===== config.mk =====
export PLATFORM = sky130hd
export DESIGN_NAME = control_next_state
export DESIGN_NICKNAME = d
export VERILOG_FILES = /design/src/rtl/control_next_state.sv
export SDC_FILE = /design/constraint.sdc
export NUM_CORES = 1
export LEC_CHECK = 0
export ABC_AREA = 1
export CAP_MARGIN = 20
export CORE_ASPECT_RATIO = 0.7
export CORE_MARGIN = 4
export CORE_UTILIZATION = 31
export CTS_CLUSTER_SIZE = 14
export DETAILED_ROUTE_END_ITERATION = 12
export GPL_TIMING_DRIVEN = 0
export MAX_ROUTING_LAYER = met4
export PLACE_DENSITY = 0.79
export SYNTH_ARGS = -nofsm -noshare
export SYNTH_HDL_FRONTEND = slang
export SYNTH_SLANG_ARGS = --single-unit

===== constraint.sdc =====
create_clock -name clk -period 1.6 [get_ports clk]
set_clock_uncertainty 0.05 [all_clocks]
set_input_delay 0.16 -clock clk [delete_from_list [all_inputs] [get_ports clk]]
set_output_delay 0.16 -clock clk [all_outputs]
set_load 0.005 [all_outputs]

===== src/rtl/control_next_state.sv =====
// rtl/control_next_state.sv - mARC next-state logic and memory-wait sequencer (optional ONEHOT_CHECK_EN).
module control_next_state #(
    parameter int MEM_TIMEOUT = 16,
    parameter int CNT_W       = 8
) (
    input  logic        clk,
    input  logic        preset_n,
    input  logic [12:0] q,
    input  logic [31:0] ir,
    input  logic        mem_ack,
    input  logic        trap_clr,
    output logic [12:0] d,
    output logic        mem_req,
    output logic        mem_we,
    output logic        bus_err,
    output logic        illegal
`ifdef ONEHOT_CHECK_EN
    ,
    output logic        state_err
`endif
);

    localparam logic [12:0] ST_IF    = 13'h0001;
    localparam logic [12:0] ST_ID    = 13'h0002;
    localparam logic [12:0] ST_ALU   = 13'h0004;
    localparam logic [12:0] ST_LDA   = 13'h0008;
    localparam logic [12:0] ST_LDM   = 13'h0010;
    localparam logic [12:0] ST_STA   = 13'h0020;
    localparam logic [12:0] ST_STM   = 13'h0040;
    localparam logic [12:0] ST_BR    = 13'h0080;
    localparam logic [12:0] ST_CALL  = 13'h0100;
    localparam logic [12:0] ST_JMPL  = 13'h0200;
    localparam logic [12:0] ST_SETHI = 13'h0400;
    localparam logic [12:0] ST_WB    = 13'h0800;
    localparam logic [12:0] ST_TRAP  = 13'h1000;
    localparam logic [12:0] MEM_MASK = ST_IF | ST_LDM | ST_STM;
    localparam logic [CNT_W-1:0] CNT_LAST = CNT_W'(MEM_TIMEOUT - 1);

    logic [CNT_W-1:0] wait_cnt;
    logic             valid;
    logic             in_mem;
    logic             timeout;
    logic             trap_exit;
    logic             id_bad;
    logic [12:0]      id_next;
    logic [12:0]      raw_next;
    logic [1:0]       op;
    logic [2:0]       op2;
    logic [5:0]       op3;

    assign op  = ir[31:30];
    assign op2 = ir[24:22];
    assign op3 = ir[24:19];

`ifdef ONEHOT_CHECK_EN
    assign valid = $onehot(q);
`else
    assign valid = 1'b1;
`endif

    assign in_mem    = valid && ((q & MEM_MASK) != 13'b0);
    assign timeout   = in_mem && !mem_ack && (wait_cnt == CNT_LAST);
    assign trap_exit = valid && q[12] && trap_clr;
    assign id_bad    = (id_next == ST_TRAP);

    always_comb begin
        id_next = ST_TRAP;
        case (op)
            2'b01: id_next = ST_CALL;
            2'b00: begin
                if (op2 == 3'b100)      id_next = ST_SETHI;
                else if (op2 == 3'b010) id_next = ST_BR;
            end
            2'b10: begin
                if (op3 == 6'b111000)   id_next = ST_JMPL;
                else if (!op3[5])       id_next = ST_ALU;
            end
            default: begin
                if (op3 == 6'b000000)      id_next = ST_LDA;
                else if (op3 == 6'b000100) id_next = ST_STA;
            end
        endcase
    end

    // Each set bit of q contributes its own successor; one-hot q gives one term.
    always_comb begin
        raw_next = 13'b0;
        if (q[0])  raw_next = raw_next | (mem_ack ? ST_ID : ST_IF);
        if (q[1])  raw_next = raw_next | id_next;
        if (q[2])  raw_next = raw_next | ST_WB;
        if (q[3])  raw_next = raw_next | ST_LDM;
        if (q[4])  raw_next = raw_next | (mem_ack ? ST_WB : ST_LDM);
        if (q[5])  raw_next = raw_next | ST_STM;
        if (q[6])  raw_next = raw_next | (mem_ack ? ST_IF : ST_STM);
        if (q[7])  raw_next = raw_next | ST_IF;
        if (q[8])  raw_next = raw_next | ST_IF;
        if (q[9])  raw_next = raw_next | ST_IF;
        if (q[10]) raw_next = raw_next | ST_WB;
        if (q[11]) raw_next = raw_next | ST_IF;
        if (q[12]) raw_next = raw_next | (trap_clr ? ST_IF : ST_TRAP);
    end

    always_comb begin
        d = raw_next;
        if (!preset_n || !valid) d = ST_IF;
        else if (timeout)        d = ST_TRAP;
    end

    assign mem_req = preset_n && in_mem;
    assign mem_we  = preset_n && valid && q[6];

    always_ff @(posedge clk) begin
        if (!preset_n) begin
            wait_cnt <= '0;
            bus_err  <= 1'b0;
            illegal  <= 1'b0;
`ifdef ONEHOT_CHECK_EN
            state_err <= 1'b0;
`endif
        end else begin
            if (in_mem && !mem_ack && !timeout) wait_cnt <= wait_cnt + 1'b1;
            else                                wait_cnt <= '0;
            bus_err <= timeout || (bus_err && !trap_exit);
            illegal <= (valid && q[1] && id_bad) || (illegal && !trap_exit);
`ifdef ONEHOT_CHECK_EN
            state_err <= state_err || !valid;
`endif
        end
    end

endmodule


# Word level (Yosys, flattened, before mapping)
# Index checks and enable logic that the tools add are counted.
dict set report word_totals {
  register_bits 10
  inputBits 49
  out_inout_bits 17
}
dict set report classes {
  n_addsub 1
  n_eq_ne 8
  muxes 26
  bitwise_logic 4
  reduce_logical 18
}
# op n
set op_table {}
lappend op_table {{$mux W13} 13}
lappend op_table {{$pmux W13 S3} 1}
lappend op_table {{$mux W12} 3}
lappend op_table {{$or A13 B13 Y13} 2}
lappend op_table {{$mux W7} 2}
lappend op_table {{$eq A13 B13 Y1 const B} 1}
lappend op_table {{$or A13 B12 Y13} 1}
lappend op_table {{$or A13 B7 Y13} 1}
lappend op_table {{$reduce_bool A13 Y1} 1}
lappend op_table {{$logic_and A1 B1 Y1} 9}
lappend op_table {{$add A8 B1 Y8 const B} 1}
lappend op_table {{$eq A8 B4 Y1 const B} 1}
lappend op_table {{$eq A6 B3 Y1 const B} 1}
lappend op_table {{$eq A6 B6 Y1 const B} 1}
lappend op_table {{$logic_not A6 Y1} 1}
lappend op_table {{$mux W5} 1}
lappend op_table {{$mux W1} 4}
lappend op_table {{$mux W2} 2}
lappend op_table {{$eq A3 B2 Y1 const B} 1}
lappend op_table {{$eq A3 B3 Y1 const B} 1}
lappend op_table {{$logic_not A1 Y1} 3}
lappend op_table {{$eq A2 B1 Y1 const B} 1}
lappend op_table {{$eq A2 B2 Y1 const B} 1}
lappend op_table {{$logic_not A2 Y1} 1}
lappend op_table {{2 further kinds} 3}

# Depth between registers and ports, before layout
dict set report logic_depth {
  ltp_word 22
  mapped_depth 9
  ltp_nobuf 9
}

# Worst setup path before layout
# No wires, ideal clock.
dict set report synth_timing {
  kind {register to output}
  start {reg wait_cnt[0]}
  end {out d[3]}
  t_arrival_ps 1116
  required_ps 1390
  path_slack_ps 274
  path_stages_with_launch 9
  path_cell_list {dfxtp_1 > ha_1 > nand2_1 > nor2_2 > nand2_2 > nor2_4 > nand2_4 > nand3_4 > nor3_1}
}
dict set report synth_via {
  elab_chain_len 4
}
# element line_no
set synth_rtl {}
lappend synth_rtl {{start: declaration} 39} ;# logic [CNT_W-1:0] wait_cnt;
lappend synth_rtl {{start signal: assignment} 121} ;# if (in_mem && !mem_ack && !timeout) wait_cnt <= wait_cnt + 1'b1;
lappend synth_rtl {{$eq A8 B4 Y1} 62} ;# assign timeout = in_mem && !mem_ack && (wait_cnt == CNT_LAST);
lappend synth_rtl {{$logic_and A1 B1 Y1} 62}
lappend synth_rtl {{$mux W13} 106} ;# else if (timeout) d = ST_TRAP;
lappend synth_rtl {{$mux W13} 105} ;# if (!preset_n || !valid) d = ST_IF;
lappend synth_rtl {{end: declaration} 12} ;# output logic [12:0] d,
# Every way passes these cells.

# Final worst setup path
# Ends and elaborated chain as after synthesis.

==> results.cfg <==
[run_status]
status = finished with violations
violations = negative setup slack

[yosys]
synth_xor_area_share_pct = 1.16
netlist_area_um2 = 756
netlist_instances = 115
ys_seq_elements = 10
syn_nets = 165
synth_top_family_by_area = simple AND/OR/NAND/NOR gates
synth_compound_area_share_pct = 13.9
synth_fa_ha_area_share_pct = 1.66
synthMuxAreaShare_pct = 0
yosysWarnings = 0
synth-simple-area-share_pct = 47.4
syn-mean-instance-area_um2 = 6.57
post_synth_num_cell_types = 26
yosysSeqAreaShare_pct = 26.5

[critical_path]
critical_path.max_fanout = 5
critical-path-slowest-cell = dfxtp_4
r2r-end = wait_cnt[6]
critPathKind = reg2out
critPathLaunchType = flip-flop
crit_arrival_ps = 1590
r2r_start = wait_cnt[0]
crit_path_max_incr_delay_ps = 350
reg2reg_depth = 9
crit_required_ps = 1390
end_kind = primary output
ff2ff_setup_slack_ps = 160
cp_cell_sequence = ha_4 > nand2_4 > nor2_4 > nand2_2 > nor2_4 > nand2_4 > nand3_4 > buf_4 > nor3_4 > buf_2

[route]
wl_um = 2590
drt_iter0_drc = 22
wl_per_cell_um = 12.8
viasPerCell = 4.67
drtPass1Iterations = 4
ant_nets = 0
vias = 944
drc = 0

[grt]
antenna_found_initial = 0
grt_pass1_vias = 872
overflow = 0
grt_pass1_wl_um = 4010
grt_use_total_pct = 15.6
grt_max_degree = 9

[timing]
finalWorstSetupSlack_ps = -203
setup_viol = 12
drv_slew = 0
fin_setup_tns_ps = -2000
worst_pin_slew_ps = 233
fin_crit_ps = 1800
min_period_over_period_pct = 113
hold_ws_ps = 240
finalHoldViolations = 0
fmax_mhz = 554
relSlewSlack_pct = 84.5
rsz0062_at_grt = yes

[worst_hold_path]
worstHoldEndpoint = wait_cnt[1]
min_path_type = in2reg
hp-start = preset_n
hold_depth = 3

[clock_tree]
cts_tree = yes
root_buffer = clkbuf_4
clock_latency_ps = 260
cts_buffers = 3
cts_sinks = 10
hold_buffers = 0
path_clk_slew_ps = 60
clk_path_buf_depth = 2
h-tree-depth = 1

[power]
p_leak_nw = 0.623
p_per_area_nw_per_um2 = 447
ir_drop_mv = 0.286

[placed_design]
place_area_um2 = 1200
dp_hpwl_um = 1900
port_buffers = 40
post-place-ws_ps = -467
gp_congestion = 0.835

[layout]
insertedDiodeCount = 0
area_growth_pct = 77.5
stdcell_area_um2 = 1340
fill_cells = 199
finalNetCount = 222
drive_gt1_share_pct = 32.9

[die]
die_h_um = 49.3
core_um2 = 2220
io_pins = 66
initial_core_util_pct = 34.0
die_x_um = 67.0
die_area_um2 = 3300
row_count = 14

[job]
cap_viol_max_count = 0
-- power breakdown --
part           total, mW  switching (mW)  internal [mW]
Clock              0.162          0.0756         0.0863
Combinational      0.181          0.0839         0.0968
Sequential         0.256         0.00337          0.253
Total              0.599           0.163          0.436
-- worst max path at each step --
| stage | startpoint | cells after the start | endpoint | slack, ps |
|---|---|---|---|---|
| after floorplan | wait_cnt[0] | 8 | d[3] | 270 |
| after global placement | q[6] | 8 | d[12] | -400 |
| after detailed placement | ir[22] | 6 | d[3] | -470 |
| after CTS | wait_cnt[1] | 10 | d[8] | -230 |
| after global routing | wait_cnt[0] | 10 | d[10] | -290 |
| final | wait_cnt[0] | 10 | d[3] | -200 |
-- layout make-up --
| class | count | area [um2] | share of cell area (%) |
|---|---|---|---|
| Buffer | 1 | 7.51 | 0.560 |
| Sequential cell | 10 | 205 | 15.3 |
| Clock buffer | 3 | 22.5 | 1.68 |
| Multi-Input combinational cell | 87 | 559 | 41.7 |
| Timing Repair Buffer | 52 | 443 | 33.0 |
| Tap cell | 32 | 40.0 | 2.99 |
| Inverter | 17 | 63.8 | 4.76 |
-- sequential cells by signal, indices dropped and copies added, names as in the netlist --
register and count:
illegal 1, bus_err 1, wait_cnt 8
-- metrics by stage --
stage                     instances  power (mW)  utilization, %
after floorplan                 115       0.324               -
after global placement          187       0.426            53.8
after detailed placement        187       0.431            53.8
after CTS                       198       0.592            57.1
after global routing            202       0.634            60.3
final                           202       0.599            60.3
-- worst max-delay path: cells and delay by family (launching register included) --
kind,cells,cell delay [ps]
adders and majority gates,1,160
and+or+nand+nor,7,540
buffers and inverters,2,290
DFF,1,350
-- what timing repair did --
item	CTS	global route
setup buffers	8	4
endpoints found under the setup margin	14	13
pin swaps	6	4
resized for setup	64	13
-- cells by family (layout without fill, tap and decap cells) --
family / Yosys count / count (layout)
AOI/OAI and AO/OA: 16 / 16
xor gates and xnor gates: 1 / 1
adders and majority gates: 1 / 1
buffers and inverters: 18 / 73
DFF: 10 / 10
and+or+nand+nor: 69 / 69
-- routing by layer --
metal	vias to the layer above	wire length, um	global-route usage, %
met4	0	8	3.03
met1	431	1150	19.8
met2	27	1280	26.3
met5	-	0	-
li1	484	-	-
met3	2	146	2.07
-- cells in the final DEF (no fill, tap or decap), types with 5 or more instances in the layout --
cell and n:
a21oi_1 6, buf_2 12, clkdlybuf4s50_1 23, inv_1 17, nand2_1 20, nor2_2 5, nor2_1 16, buf_4 10
nand3_1 6, dfxtp_1 8, nor3_2 5
-- cells in the mapped netlist --
master    instances  area share (%)
nor2_4            2             3.0
dfxtp_1          10              26
nand3b_1          1            0.99
o21ai_0           4             2.6
a31oi_4           1             2.8
a31oi_1           1            0.83
xor2_1            1             1.2
nor3_1            7             4.6
nand3_4           1             2.3
nand2_4           1             1.5
nor2_1           19             9.4
o21ai_2           1             1.2
inv_1            17             8.4
ha_1              1             1.7
nor3_2            1             1.3
nand4_1           2             1.7
nand2_1          22              11
nor2_2            3             2.5
nand3_1           6             4.0
a21oi_1           7             4.6
nand2_2           2             1.7
nand3b_4          1             2.6
or2_1             1            0.83
a21oi_2           1             1.2
o21ai_1           1            0.66
buf_4             1            0.99
No activity file was read; power rests on OpenSTA's default activity.
